**src/rtl/maze_pkg.sv**
```systemverilog
// Shared types and wall-vector index helpers for the maze renderer.
package maze_pkg;

   localparam int MAZE_N = 5;

   typedef enum logic [1:0] {
      DIR_N = 2'd0,
      DIR_E = 2'd1,
      DIR_S = 2'd2,
      DIR_W = 2'd3
   } dir_t;

   typedef enum logic [2:0] {
      ST_IDLE,
      ST_UPDATE,
      ST_ISSUE,
      ST_DRAIN,
      ST_DONE
   } state_t;

   typedef struct packed {
      logic valid;
      logic isRot;
      logic rotDir;
   } req_t;

   // North wall of cell (x,y); row MAZE_N is the southern border.
   function automatic logic [4:0] horWallIdx(input logic [2:0] x, input logic [2:0] y);
      return 5'(y) * 5'(MAZE_N) + 5'(x);
   endfunction

   // West wall of cell (x,y); column MAZE_N is the eastern border.
   function automatic logic [4:0] verWallIdx(input logic [2:0] x, input logic [2:0] y);
      return 5'(y) * 5'(MAZE_N + 1) + 5'(x);
   endfunction

endpackage

```
**src/rtl/raster_counter.sv**
```systemverilog
// Raster-order pixel coordinate sweep that advances one step per enable.
module raster_counter
   import maze_pkg::*;
#(
   parameter int H_RES   = 800,
   parameter int V_RES   = 600,
   parameter int COORD_W = 12
)(
   input  logic               clk_in,
   input  logic               reset_btn,
   input  logic               i_en,
   output logic [COORD_W-1:0] o_px,
   output logic [COORD_W-1:0] o_py,
   output logic               o_last
);

   localparam logic [COORD_W-1:0] PX_MAX = COORD_W'(H_RES - 1);
   localparam logic [COORD_W-1:0] PY_MAX = COORD_W'(V_RES - 1);

   logic [COORD_W-1:0] r_px;
   logic [COORD_W-1:0] r_py;

   always_ff @(posedge clk_in or posedge reset_btn) begin
      if (reset_btn) begin
         r_px <= '0;
         r_py <= '0;
      end else if (i_en) begin
         if (r_px == PX_MAX) begin
            r_px <= '0;
            r_py <= (r_py == PY_MAX) ? '0 : r_py + 1'b1;
         end else begin
            r_px <= r_px + 1'b1;
         end
      end
   end

   assign o_px   = r_px;
   assign o_py   = r_py;
   assign o_last = (r_px == PX_MAX) && (r_py == PY_MAX);

endmodule

```
**src/rtl/maze_render_ctrl.sv**
```systemverilog
// Player pose update plus per-frame ray issue / pixel return sequencing
// into the framebuffer.
module maze_render_ctrl
   import maze_pkg::*;
#(
   parameter int H_RES   = 800,
   parameter int V_RES   = 600,
   parameter int COORD_W = 12
)(
   input  logic               clk_in,
   input  logic               reset_btn,
   input  logic               move_req,
   input  logic               rot_req,
   input  logic               rot_dir,
   input  logic [29:0]        hor_wall,
   input  logic [29:0]        ver_wall,
   output logic [2:0]         pos_x,
   output logic [2:0]         pos_y,
   output logic [1:0]         dir,
   output logic               ray_valid,
   input  logic               ray_ready,
   output logic [COORD_W-1:0] ray_px,
   output logic [COORD_W-1:0] ray_py,
   input  logic               pix_valid,
   output logic               pix_ready,
   input  logic [23:0]        pix_color,
   output logic               fb_we,
   output logic [18:0]        fb_addr,
   output logic [23:0]        fb_data,
   output logic               busy,
   output logic               frame_done,
   output logic               blocked,
   output logic [15:0]        frame_cnt
);

   localparam logic [18:0] PIX_TOTAL = 19'(H_RES * V_RES);
   localparam logic [2:0]  CELL_MAX  = 3'(MAZE_N - 1);

   state_t      r_state;
   req_t        r_pend;
   logic        r_curIsRot;
   logic        r_curRotDir;
   logic [2:0]  r_posX;
   logic [2:0]  r_posY;
   dir_t        r_dir;
   logic [18:0] r_retCnt;
   logic [15:0] r_frameCnt;
   logic        r_blocked;

   logic        w_rayFire;
   logic        w_rasterLast;
   logic        w_wallAhead;
   logic [2:0]  w_nextX;
   logic [2:0]  w_nextY;

   assign w_rayFire = ray_valid & ray_ready;

   raster_counter #(
      .H_RES   (H_RES),
      .V_RES   (V_RES),
      .COORD_W (COORD_W)
   ) u_issueCnt (
      .clk_in    (clk_in),
      .reset_btn (reset_btn),
      .i_en      (w_rayFire),
      .o_px      (ray_px),
      .o_py      (ray_py),
      .o_last    (w_rasterLast)
   );

   // Wall on the exit side of the current cell, and the clamped target cell.
   always_comb begin
      w_wallAhead = 1'b0;
      w_nextX     = r_posX;
      w_nextY     = r_posY;
      unique case (r_dir)
         DIR_N: begin
            w_wallAhead = hor_wall[horWallIdx(r_posX, r_posY)];
            if (r_posY != 3'd0) w_nextY = r_posY - 3'd1;
         end
         DIR_E: begin
            w_wallAhead = ver_wall[verWallIdx(r_posX + 3'd1, r_posY)];
            if (r_posX != CELL_MAX) w_nextX = r_posX + 3'd1;
         end
         DIR_S: begin
            w_wallAhead = hor_wall[horWallIdx(r_posX, r_posY + 3'd1)];
            if (r_posY != CELL_MAX) w_nextY = r_posY + 3'd1;
         end
         DIR_W: begin
            w_wallAhead = ver_wall[verWallIdx(r_posX, r_posY)];
            if (r_posX != 3'd0) w_nextX = r_posX - 3'd1;
         end
      endcase
   end

   // A fresh request written at the bottom overrides the IDLE-exit clear.
   always_ff @(posedge clk_in or posedge reset_btn) begin
      if (reset_btn) begin
         r_state     <= ST_ISSUE;
         r_pend      <= '0;
         r_curIsRot  <= 1'b0;
         r_curRotDir <= 1'b0;
         r_posX      <= 3'd0;
         r_posY      <= 3'd0;
         r_dir       <= DIR_E;
         r_retCnt    <= '0;
         r_frameCnt  <= '0;
         r_blocked   <= 1'b0;
      end else begin
         r_blocked <= 1'b0;
         if (fb_we) r_retCnt <= r_retCnt + 19'd1;
         unique case (r_state)
            ST_IDLE: begin
               if (r_pend.valid) begin
                  r_curIsRot   <= r_pend.isRot;
                  r_curRotDir  <= r_pend.rotDir;
                  r_pend.valid <= 1'b0;
                  r_state      <= ST_UPDATE;
               end
            end
            ST_UPDATE: begin
               if (r_curIsRot) begin
                  r_dir    <= r_curRotDir ? dir_t'(r_dir + 2'd1) : dir_t'(r_dir - 2'd1);
                  r_retCnt <= '0;
                  r_state  <= ST_ISSUE;
               end else if (w_wallAhead) begin
                  r_blocked <= 1'b1;
                  r_state   <= ST_IDLE;
               end else begin
                  r_posX   <= w_nextX;
                  r_posY   <= w_nextY;
                  r_retCnt <= '0;
                  r_state  <= ST_ISSUE;
               end
            end
            ST_ISSUE: begin
               if (w_rayFire && w_rasterLast) r_state <= ST_DRAIN;
            end
            ST_DRAIN: begin
               if (r_retCnt == PIX_TOTAL) r_state <= ST_DONE;
            end
            ST_DONE: begin
               r_frameCnt <= r_frameCnt + 16'd1;
               r_retCnt   <= '0;
               r_state    <= ST_IDLE;
            end
            default: r_state <= ST_IDLE;
         endcase
         if (move_req ^ rot_req) r_pend <= '{valid: 1'b1, isRot: rot_req, rotDir: rot_dir};
      end
   end

   assign busy       = (r_state != ST_IDLE);
   assign ray_valid  = (r_state == ST_ISSUE);
   assign pix_ready  = (r_state == ST_ISSUE) || (r_state == ST_DRAIN);
   assign frame_done = (r_state == ST_DONE);
   assign blocked    = r_blocked;
   assign frame_cnt  = r_frameCnt;
   assign pos_x      = r_posX;
   assign pos_y      = r_posY;
   assign dir        = r_dir;
   assign fb_we      = pix_valid & pix_ready;
   assign fb_addr    = r_retCnt;
   assign fb_data    = pix_color;

endmodule

```
**config.mk**
```make
export PLATFORM = sky130hd
export DESIGN_NAME = maze_render_ctrl
export DESIGN_NICKNAME = d
export VERILOG_FILES = /design/src/rtl/maze_pkg.sv /design/src/rtl/raster_counter.sv /design/src/rtl/maze_render_ctrl.sv
export SDC_FILE = /design/constraint.sdc
export NUM_CORES = 1
export LEC_CHECK = 0
export ABC_CLOCK_PERIOD_IN_PS = 4800
export BUFFER_PORTS_ARGS = -buffer_cell sky130_fd_sc_hd__buf_2
export CAP_MARGIN = 20
export CORE_MARGIN = 2
export CORE_UTILIZATION = 34
export CTS_CLUSTER_DIAMETER = 30
export DETAILED_ROUTE_END_ITERATION = 10
export PLACE_DENSITY = 0.65
export REMOVE_ABC_BUFFERS = 1
export SETUP_SLACK_MARGIN = 0.5
export SLEW_MARGIN = 20
export SYNTH_ARGS = -nofsm -noshare
export SYNTH_HDL_FRONTEND = slang
export SYNTH_HIERARCHICAL = 1
export SYNTH_SLANG_ARGS = --single-unit
export TNS_END_PERCENT = 1
```
**constraint.sdc**
```tcl
create_clock -name clk_in -period 4.8 [get_ports clk_in]
set_clock_uncertainty 0.1 [all_clocks]
set_input_delay 0.24 -clock clk_in [delete_from_list [all_inputs] [get_ports clk_in]]
set_output_delay 0.24 -clock clk_in [all_outputs]
set_load 0.02 [all_outputs]
```
==> reports/results.ini <==
[worst_hold_path]
min_to=r_pend[0]
holdPathStages=2
hp-start=rot_dir
hp-class=primary input to flip-flop

[routing]
vias=4985
drc=0
wire_per_inst_um=16.5
drtIter0Drc=271
via_per_inst=5.38
dr.pass1.iters=4
ant_nets=0
drt-total-wl_mm=15.3

[finish]
final_cell_mix=buf_2, dfrtp_1, xnor2_1, nand3_1, nand2_1
fin_area_mm2=0.00723
final_nets=828
drive_above_1_share_pct=34.0
diodes=0
synthToLayoutAreaGrowth_pct=21.1
layout_commonest_cell=buf_2
n_fill_cell=1645
layout.cells.non_filler=927

[logic_synthesis]
avgSynthCellArea_um2=10.4
async_flop_share_pct=100
yosys_warnings=6
yosys_most_used_dff=dfrtp_1
synth_cell_types=60
synth_area_mm2=0.00597
synth_top_area_share_pct=31.0
yosys.area.top_type=dfrtp_1
synth_edf_count=0
syn_inst=576
ys_ff_latch=76
yosysSeqAreaShare_pct=31.9
synthTopCellsByArea=dfrtp_1, mux4_2, ha_1, xnor2_1, xor2_1

[global_route]
grt_max_degree=53
grt_pass1_vias=4744
track_usage_pct=16.1
antenna_found_initial=0
grt_overflow=0
grt_pass1_wl_mm=24.2

[pwr]
leakage_nw=3.35
peakVddDrop_mv=0.582
power.density_mw_per_mm2=818
totalPowerFinal_mw=5.91

[floorplan]
die_w_um=136
die_h_um=136
coreArea_mm2=0.0172
io-pin-count=188
die_area_mm2=0.0186
initial_core_util_pct=34.6
rows=48

[run_status]
status=complete, no violations

[placed_design]
dpl_cell_area_mm2=0.00672
pre_cts_ws_ns=0.161
place.gp.congestion=0.886
portBuffers=139
dp_hpwl_mm=11.3
place_inst=899

[timing]
worst_slew_margin_rel_pct=51.5
tightest_slew_ns=0.720
fin_crit_ns=4.18
worst_slack_ns=0.616
fin_hold_ws_ns=0.0422
fin_crit_sh_pct=87.2
setup_violations=0
rsz0062_at_grt=yes
hold_viol_final=0
fmax_mhz=239
final_max_slew_viol_count=0

[clock_tree]
cts_buffer_depth=2
htree_levels=3
clockRootBuffer=clkbuf_16
clk_pin_slew_worst_paths_ns=0.06
tritoncts=done
cts_buffers=9
clock_sinks=76
insertion_delay_ns=0.33

[worst_setup_path]
r2r_cells=15
end_kind=flip-flop
arrival_ns=4.29
critPathLaunch=pos_y[0]
critPathLaunchType=flip-flop
path_class=flip-flop to flip-flop
rrSetupSlack_ns=0.62
cp_max_fo=7
rr_startpoint=pos_y[0]
r2r_end=fb_addr[8]
required_ns=4.90

[run]
cap_violations=0

## sequential cells by signal, summed over array words and instances, names as in the netlist
| signal | count |
|---|---|
| u_issueCnt/o_px | 12 |
| blocked | 1 |
| r_curRotDir | 1 |
| frame_cnt | 16 |
| r_pend | 3 |
| dir | 2 |
| r_curIsRot | 1 |
| pos_y | 3 |
| u_issueCnt/o_py | 12 |
| pos_x | 3 |
| fb_addr | 19 |
| r_state | 3 |
## critical path: stages (launching register included)
cell,delay [ns]
dfrtp_1,0.37
buf_6,0.15
inv_4,0.06
ha_1,0.31
ha_1,0.28
ha_1,0.21
fa_2,0.60
mux4_2,0.30
nor2b_1,0.15
o31ai_2,0.22
a211oi_2,0.08
or4_4,0.59
o311ai_4,0.28
buf_6,0.16
buf_6,0.12
a211oi_1,0.07
## kinds of logic (layout without fill, tap and decap cells)
family	Yosys count	count (layout)	synth area share, %
AND/OR/NAND/NOR	186	186	17.8
multiplexers	58	58	15.8
flip-flops	76	76	31.9
adder cells (fa/ha/maj)	41	41	9.18
buffers and inverters	76	202	6.79
AO/OA/AOI/OAI	77	77	9.39
XOR/XNOR	62	62	9.10
## metal layers
layer	wire, µm	share of wire, %	global-route usage [%]	up-vias
li1	-	-	-	2365
met5	0	0	0	-
met2	6710	44	24.1	178
met1	7420	49	23.5	2422
met4	239	1.6	4.22	0
met3	909	6.0	3.41	20
## repair_timing
action | in CTS | in global routing
hold endpoints to repair | 0 | 5
cloned | 1 | 2
hold buffers | 0 | 1
pin swaps | 2 | 5
gates resized for setup | 7 | 15
buffers inserted | 0 | 7
endpoints found under the setup margin | 22 | 21
## report_power, final
group	leakage [nW]	internal, mW	total, mW	switching [mW]
registers	0.984	0.750	0.882	0.132
logic	2.21	2.04	4.32	2.27
clock network	0.158	0.458	0.715	0.257
## metrics by stage
stage / util (%) / setup TNS (ns)
after floorplan: - / -1.09
after global placement: 39.0 / 0
after detailed placement: 39.0 / 0
after CTS: 41.0 / 0
after global routing: 41.9 / 0
final: 41.9 / 0
## worst max-delay path by stage
stage	endpoint	slack (ns)
finish	fb_addr[8]	0.62
global placement	fb_addr[0]	0.24
global route	fb_addr[8]	0.46
CTS	fb_addr[8]	0.50
floorplan	fb_addr[0]	-0.06
detailed placement	fb_addr[12]	0.16
## synth_stat cells (5+ instances only)
| cell | n |
|---|---|
| a211oi_1 | 20 |
| a21o_1 | 5 |
| a21oi_1 | 15 |
| a221oi_1 | 5 |
| and2_1 | 7 |
| and3_1 | 21 |
| and4_1 | 5 |
| buf_2 | 11 |
| buf_4 | 28 |
| clkbuf_1 | 12 |
| dfrtp_1 | 74 |
| fa_1 | 5 |
| ha_1 | 35 |
| inv_1 | 24 |
| mux2_2 | 11 |
| mux2i_1 | 19 |
| mux4_2 | 28 |
| nand2_1 | 35 |
| nand3_1 | 35 |
| nand4_1 | 17 |
| nand4b_1 | 8 |
| nor2_1 | 19 |
| nor3_1 | 5 |
| nor3b_1 | 5 |
| nor4_1 | 5 |
| o211ai_1 | 7 |
| o21ai_0 | 8 |
| xnor2_1 | 37 |
| xor2_1 | 25 |
## final cells by class
cell class                 instances  area, µm²  area share, %
clock buffer                      13        280           3.88
timing repair buffer             162        905           12.5
inverter                          24       92.6           1.28
multi-input combinational        424       3720           51.5
clock inverter                     3       42.5          0.589
sequential                        76       1900           26.3
tap                              225        282           3.89
Note: power is estimated with default switching activity, not from simulation.
